File: src/rtl/message_loader.sv
// message_loader: assembles an ASCII byte stream into a double-buffered scroll
// message. Bytes fill the shadow bank; a carriage return swaps banks so the
// scroller only ever reads complete messages from the active bank.
//
// Ports:
//   clk, rst    - system clock, asynchronous active-high reset
//   in_valid    - input byte valid
//   in_data     - ASCII input byte
//   in_ready    - loader accepts a byte this cycle (low only while committing)
//   rd_idx      - character index requested by the scroller
//   rd_char     - registered character from the active bank (1-cycle latency)
//   msg_len     - length of the active message
//   msg_update  - one-cycle pulse when a new message becomes active
//   overflow    - sticky: a printable byte was dropped on a full shadow bank
module message_loader #(
  parameter int unsigned MSG_LEN    = 11,
  parameter int unsigned CHAR_WIDTH = 8,
  parameter int unsigned IDX_W      = $clog2(MSG_LEN),
  parameter int unsigned LEN_W      = $clog2(MSG_LEN + 1)
) (
  input  logic                  clk,
  input  logic                  rst,
  input  logic                  in_valid,
  input  logic [CHAR_WIDTH-1:0] in_data,
  output logic                  in_ready,
  input  logic [IDX_W-1:0]      rd_idx,
  output logic [CHAR_WIDTH-1:0] rd_char,
  output logic [LEN_W-1:0]      msg_len,
  output logic                  msg_update,
  output logic                  overflow
);

  localparam logic [LEN_W-1:0]      MSG_LEN_L = LEN_W'(MSG_LEN);
  localparam logic [CHAR_WIDTH-1:0] CH_SPACE  = CHAR_WIDTH'(8'h20);
  localparam logic [CHAR_WIDTH-1:0] CH_TILDE  = CHAR_WIDTH'(8'h7E);
  localparam logic [CHAR_WIDTH-1:0] CH_LO_A   = CHAR_WIDTH'(8'h61);
  localparam logic [CHAR_WIDTH-1:0] CH_LO_Z   = CHAR_WIDTH'(8'h7A);
  localparam logic [CHAR_WIDTH-1:0] CH_CASE   = CHAR_WIDTH'(8'h20);
  localparam logic [CHAR_WIDTH-1:0] CH_BS     = CHAR_WIDTH'(8'h08);
  localparam logic [CHAR_WIDTH-1:0] CH_CR     = CHAR_WIDTH'(8'h0D);
  localparam logic [CHAR_WIDTH-1:0] CH_ESC    = CHAR_WIDTH'(8'h1B);

  typedef enum logic [1:0] {
    IDLE   = 2'd0,
    RECV   = 2'd1,
    COMMIT = 2'd2
  } state_t;

  state_t                  state;
  state_t                  state_nxt;
  logic [LEN_W-1:0]        count;
  logic [LEN_W-1:0]        count_nxt;
  logic                    ovf_nxt;
  logic                    bank_sel;
  logic                    wr_en;
  logic                    commit;
  logic [CHAR_WIDTH-1:0]   wr_data;
  logic [CHAR_WIDTH-1:0]   rd_char_nxt;

  // Two banks; bank_sel names the active one, the other is the shadow.
  logic [CHAR_WIDTH-1:0] bank [2][MSG_LEN];

  // Byte classification of the incoming character
  logic accept;
  logic is_print;
  logic is_lower;
  logic is_bs;
  logic is_cr;
  logic is_esc;

  always_comb begin
    accept   = in_valid && in_ready;
    is_print = (in_data >= CH_SPACE) && (in_data <= CH_TILDE);
    is_lower = (in_data >= CH_LO_A) && (in_data <= CH_LO_Z);
    is_bs    = (in_data == CH_BS);
    is_cr    = (in_data == CH_CR);
    is_esc   = (in_data == CH_ESC);
    wr_data  = is_lower ? (in_data - CH_CASE) : in_data;
  end

  // State register and loader bookkeeping
  always_ff @(posedge clk or posedge rst) begin
    if (rst) begin
      state      <= IDLE;
      count      <= '0;
      overflow   <= 1'b0;
      bank_sel   <= 1'b0;
      msg_len    <= '0;
      msg_update <= 1'b0;
      in_ready   <= 1'b1;
    end else begin
      state      <= state_nxt;
      count      <= count_nxt;
      overflow   <= ovf_nxt;
      msg_update <= commit;
      in_ready   <= (state_nxt != COMMIT);
      if (commit) begin
        bank_sel <= ~bank_sel;
        msg_len  <= count;
      end
    end
  end

  // Next-state and control decode
  always_comb begin
    state_nxt = state;
    count_nxt = count;
    ovf_nxt   = overflow;
    wr_en     = 1'b0;
    commit    = 1'b0;
    case (state)
      IDLE, RECV: begin
        if (accept) begin
          if (is_print) begin
            if (count < MSG_LEN_L) begin
              wr_en     = 1'b1;
              count_nxt = count + LEN_W'(1);
              state_nxt = RECV;
            end else begin
              ovf_nxt = 1'b1;
            end
          end else if (is_bs) begin
            // Stored byte is left in place; only the length shrinks.
            if (count != '0) begin
              count_nxt = count - LEN_W'(1);
              if (count == LEN_W'(1)) begin
                state_nxt = IDLE;
              end
            end
          end else if (is_cr) begin
            // An empty line keeps the current active message.
            if (count != '0) begin
              state_nxt = COMMIT;
            end
          end else if (is_esc) begin
            count_nxt = '0;
            ovf_nxt   = 1'b0;
            state_nxt = IDLE;
          end
        end
      end
      COMMIT: begin
        commit    = 1'b1;
        count_nxt = '0;
        ovf_nxt   = 1'b0;
        state_nxt = IDLE;
      end
      default: begin
        state_nxt = IDLE;
      end
    endcase
  end

  // Shadow bank write; bank storage carries no reset.
  always_ff @(posedge clk) begin
    if (wr_en) begin
      bank[~bank_sel][IDX_W'(count)] <= wr_data;
    end
  end

  // Read from the pre-edge active bank; out-of-message indices read as space.
  always_comb begin
    rd_char_nxt = CH_SPACE;
    if (LEN_W'(rd_idx) < msg_len) begin
      rd_char_nxt = bank[bank_sel][rd_idx];
    end
  end

  always_ff @(posedge clk or posedge rst) begin
    if (rst) begin
      rd_char <= CH_SPACE;
    end else begin
      rd_char <= rd_char_nxt;
    end
  end

endmodule
File: config.mk
export PLATFORM = sky130hd
export DESIGN_NAME = message_loader
export DESIGN_NICKNAME = d
export VERILOG_FILES = /design/src/rtl/message_loader.sv
export SDC_FILE = /design/constraint.sdc
export NUM_CORES = 1
export LEC_CHECK = 0
export CORE_UTILIZATION = 61
export DETAILED_ROUTE_END_ITERATION = 7
export PLACE_DENSITY = 0.85
export SLEW_MARGIN = 30
export SYNTH_ARGS = -nofsm -noshare
export SYNTH_HDL_FRONTEND = slang
export SYNTH_SLANG_ARGS = --single-unit
File: constraint.sdc
create_clock -name clk -period 3.1 [get_ports clk]
set_clock_uncertainty 0.05 [all_clocks]
set_input_delay 0.62 -clock clk [delete_from_list [all_inputs] [get_ports clk]]
set_output_delay 0.62 -clock clk [all_outputs]
set_load 0.1 [all_outputs]
==> impl_metrics.env <==
export IMPL_postSynthCellCount=432
export IMPL_grt_pass1_vias=4698
export IMPL_ys_types=60
export IMPL_hpwl_um=12500
export IMPL_finalSetupViolations=0
export IMPL_die_w_um=119
export IMPL_power_density_nw_per_um2=592
export IMPL_cap_violations=0
export IMPL_critPathRequiredTime_ns=3.19
export IMPL_drt_iter0_markers=610
export IMPL_status="finished clean"
export IMPL_tightest_slew_ns=0.783
export IMPL_finalWorstPathRequiredPeriod_ns=3.08
export IMPL_cts_root_buf="clkbuf_16"
export IMPL_nets=546
export IMPL_yosysTopAreaCellShare_pct=63.7
export IMPL_synthArstFlopShare_pct=11.1
export IMPL_cpLargestDelayFamily="buffers and inverters"
export IMPL_grt_pass1_wl_um=29200
export IMPL_crit_path_top_delay_cell="nor4_1"
export IMPL_pre_cts_ws_ns=-0.346
export IMPL_clock_sinks=198
export IMPL_path_clk_slew_ns=0.07
export IMPL_multi_input_area_um2=2230
export IMPL_p_switching_w=0.00140
export IMPL_io_pins=30
export IMPL_cts_buffers=17
export IMPL_fin_crit_sh_pct=99.3
export IMPL_finalHoldViolations=0
export IMPL_routabilityCongestion=0.916
export IMPL_die_y_um=119
export IMPL_drt_first_pass_iters=5
export IMPL_max_stage_delay_ns=0.54
export IMPL_slew_headroom_pct=47.3
export IMPL_crit_path_max_fanout=8
export IMPL_start_util_pct=62.6
export IMPL_ant_nets=0
export IMPL_hold_buffers=0
export IMPL_power_frac_comb_pct=9.9
export IMPL_ys_ff_latch=198
export IMPL_r2r_cells=6
export IMPL_hp_class="reg2reg"
export IMPL_synthToLayoutAreaGrowth_pct=18.5
export IMPL_min_path_cells=1
export IMPL_met2_usage_pct=48.1
export IMPL_end_kind="flip-flop"
export IMPL_drive_gt1_share_pct=34.3
export IMPL_yosysMostFrequentCell="edfxtp_1"
export IMPL_cts_tree="yes"
export IMPL_grt_use_met1_pct=39.7
export IMPL_coreArea_um2=13200
export IMPL_grt_overflow=0
export IMPL_path_cells="clkdlybuf4s50_1, nor4_1, buf_4, a311o_2, nand4_1, buf_4, nor3_1, buf_4"
export IMPL_nFillCells=738
export IMPL_n_antenna_cell=0
export IMPL_cts_max_level=4
export IMPL_path_buf_inv=4
export IMPL_postSynth_topFlopCell="edfxtp_1"
export IMPL_regArea_um2=5840
export IMPL_critPathLaunchType="input pin"
export IMPL_routedWlPerCell_um=26.7
export IMPL_ys_seq_area_share_pct=70.4
export IMPL_synth_edff_count=176
export IMPL_grt_usage_pct=29.6
export IMPL_cts_resized=0
export IMPL_crit_cells=8
export IMPL_fmax_ghz=0.325
export IMPL_p_int_w=0.00441
export IMPL_worstPathArrival_ns=3.17
export IMPL_portBuffers=29
export IMPL_clockBufferDepth=2
export IMPL_antenna_found_initial=0
export IMPL_grt_start_max_net_pins=30
export IMPL_synth_commonest_cells="edfxtp_1 (176), mux4_2 (48), inv_1 (21), dfrtp_1 (20), and3_1 (12)"
export IMPL_p_leak_nw=3.47
export IMPL_ys_warn_count=0
export IMPL_crit_top_cell="buf_4"
export IMPL_pwr_share_seq_pct=52.3
export IMPL_setup_ws_ns=0.0216
export IMPL_ir_drop_mv=0.402
export IMPL_ys_top_cells_by_area="edfxtp_1 (64%), mux4_2 (13%), dfrtp_1 (6.0%)"
export IMPL_cts_setup_buffers=0
export IMPL_drc=0
export IMPL_clkPwrFrac_pct=37.8
export IMPL_drv_slew=0
export IMPL_grt_busiest_layer="met2"
export IMPL_rsz0062_at_grt="no"
export IMPL_clk_latency_ns=0.44
export IMPL_die_area_um2=14100
export IMPL_syn_area_um2=8290
export IMPL_yosysTopAreaCell="edfxtp_1"
export IMPL_use_met3_pct=6.37
export IMPL_row_count=42
export IMPL_critPathKind="in2reg"
export IMPL_synth_area_per_cell_um2=19.2
export IMPL_p_sw_share_pct=24.1
export IMPL_vias=4559
export IMPL_synth_nets=458
export IMPL_via_per_inst=6.43
export IMPL_wl_um=19000
export IMPL_tns_ns=0
power groups by stage:
stage          registers [W]  clock network, W  logic [W]
6_report             0.00304           0.00220   0.000574
5_1_grt              0.00305           0.00231   0.000607
4_1_cts              0.00304           0.00221   0.000568
3_5_place_dp         0.00310                 0   0.000562
3_3_place_gp         0.00309                 0   0.000536
2_1_floorplan        0.00312                 0   0.000336
final timing paths:
path                                  from     endpoint  slack (ns)
worst max register to register    count[0]  bank[1][66]        0.45
min in group asynchronous              rst     overflow        0.47
worst max-delay path            in_data[4]  bank[0][25]        0.02
max in group asynchronous              rst   rd_char[5]        2.15
worst min register to register    state[1]     state[0]        0.46
worst min-delay path              state[1]     state[0]        0.46
layer usage:
layer	up-vias	share of wire (%)
met2	288	51
met5	-	0
met4	0	2.9
met3	39	8.4
li1	1941	-
met1	2291	37
logic make-up after synthesis:
| kind of cell | share of synthesized area, % |
|---|---|
| muxes | 14.9 |
| and+or+nand+nor | 5.49 |
| DFF | 70.4 |
| AOI/OAI and AO/OA | 4.78 |
| adders and majority gates | 1.66 |
| buffers and inverters | 2.66 |
| xor gates and xnor gates | 0.106 |
cell usage in the layout (no fill, tap or decap), types with 2 or more instances in the layout:
cell,n
edfxtp_1,176
buf_4,57
mux4_2,48
clkbuf_16,21
inv_1,20
dfrtp_1,19
buf_12,14
clkdlybuf4s50_1,13
and3_1,12
ha_1,11
nand2_1,10
nor2_1,9
and2_1,8
mux2_2,8
a22oi_1,8
a21oi_1,7
o22ai_1,7
nor3_1,6
nor2b_1,5
o21ai_0,4
nor4_1,4
or2_2,3
mux2_4,3
nand2b_1,3
o211ai_1,3
inv_2,3
inv_6,3
a31oi_1,2
nand4_1,2
mux2i_1,2
a2111oi_0,2
inv_4,2
clkinv_4,2
clkbuf_1,2
dfstp_2,2
state kept, by name (all words and copies together), names as in the netlist:
| register | count |
|---|---|
| msg_len | 4 |
| overflow | 1 |
| state | 2 |
| count | 4 |
| bank | 176 |
| rd_char | 8 |
| in_ready | 1 |
| bank_sel | 1 |
| msg_update | 1 |
worst register-to-register path, cell delays in order, from the launching register on:
cell	delay [ns]
dfrtp_1	0.48
ha_1	0.31
o21ai_0	0.64
nor4b_4	0.32
buf_4	0.18
and3_1	0.22
buf_4	0.17
layout make-up:
class | instances | area share [%]
flip-flops and latches | 198 | 59.4
repair buffers | 85 | 8.58
well taps | 176 | 2.24
inverters | 23 | 0.878
clock inverters | 9 | 0.738
clock buffers | 23 | 5.42
multi-input cells | 195 | 22.7
stage by stage:
stage	hold slack (ns)	instance area [um2]	cells	total power, W	utilization [%]
2_1_floorplan	0.411	8290	432	0.00345	-
3_3_place_gp	0.452	9220	677	0.00363	69.7
3_5_place_dp	0.451	9220	677	0.00366	69.7
4_1_cts	0.460	9830	709	0.00582	74.2
5_1_grt	0.497	9830	709	0.00597	74.2
6_report	0.455	9830	709	0.00582	74.2
No activity file was read; power rests on OpenSTA's default activity.
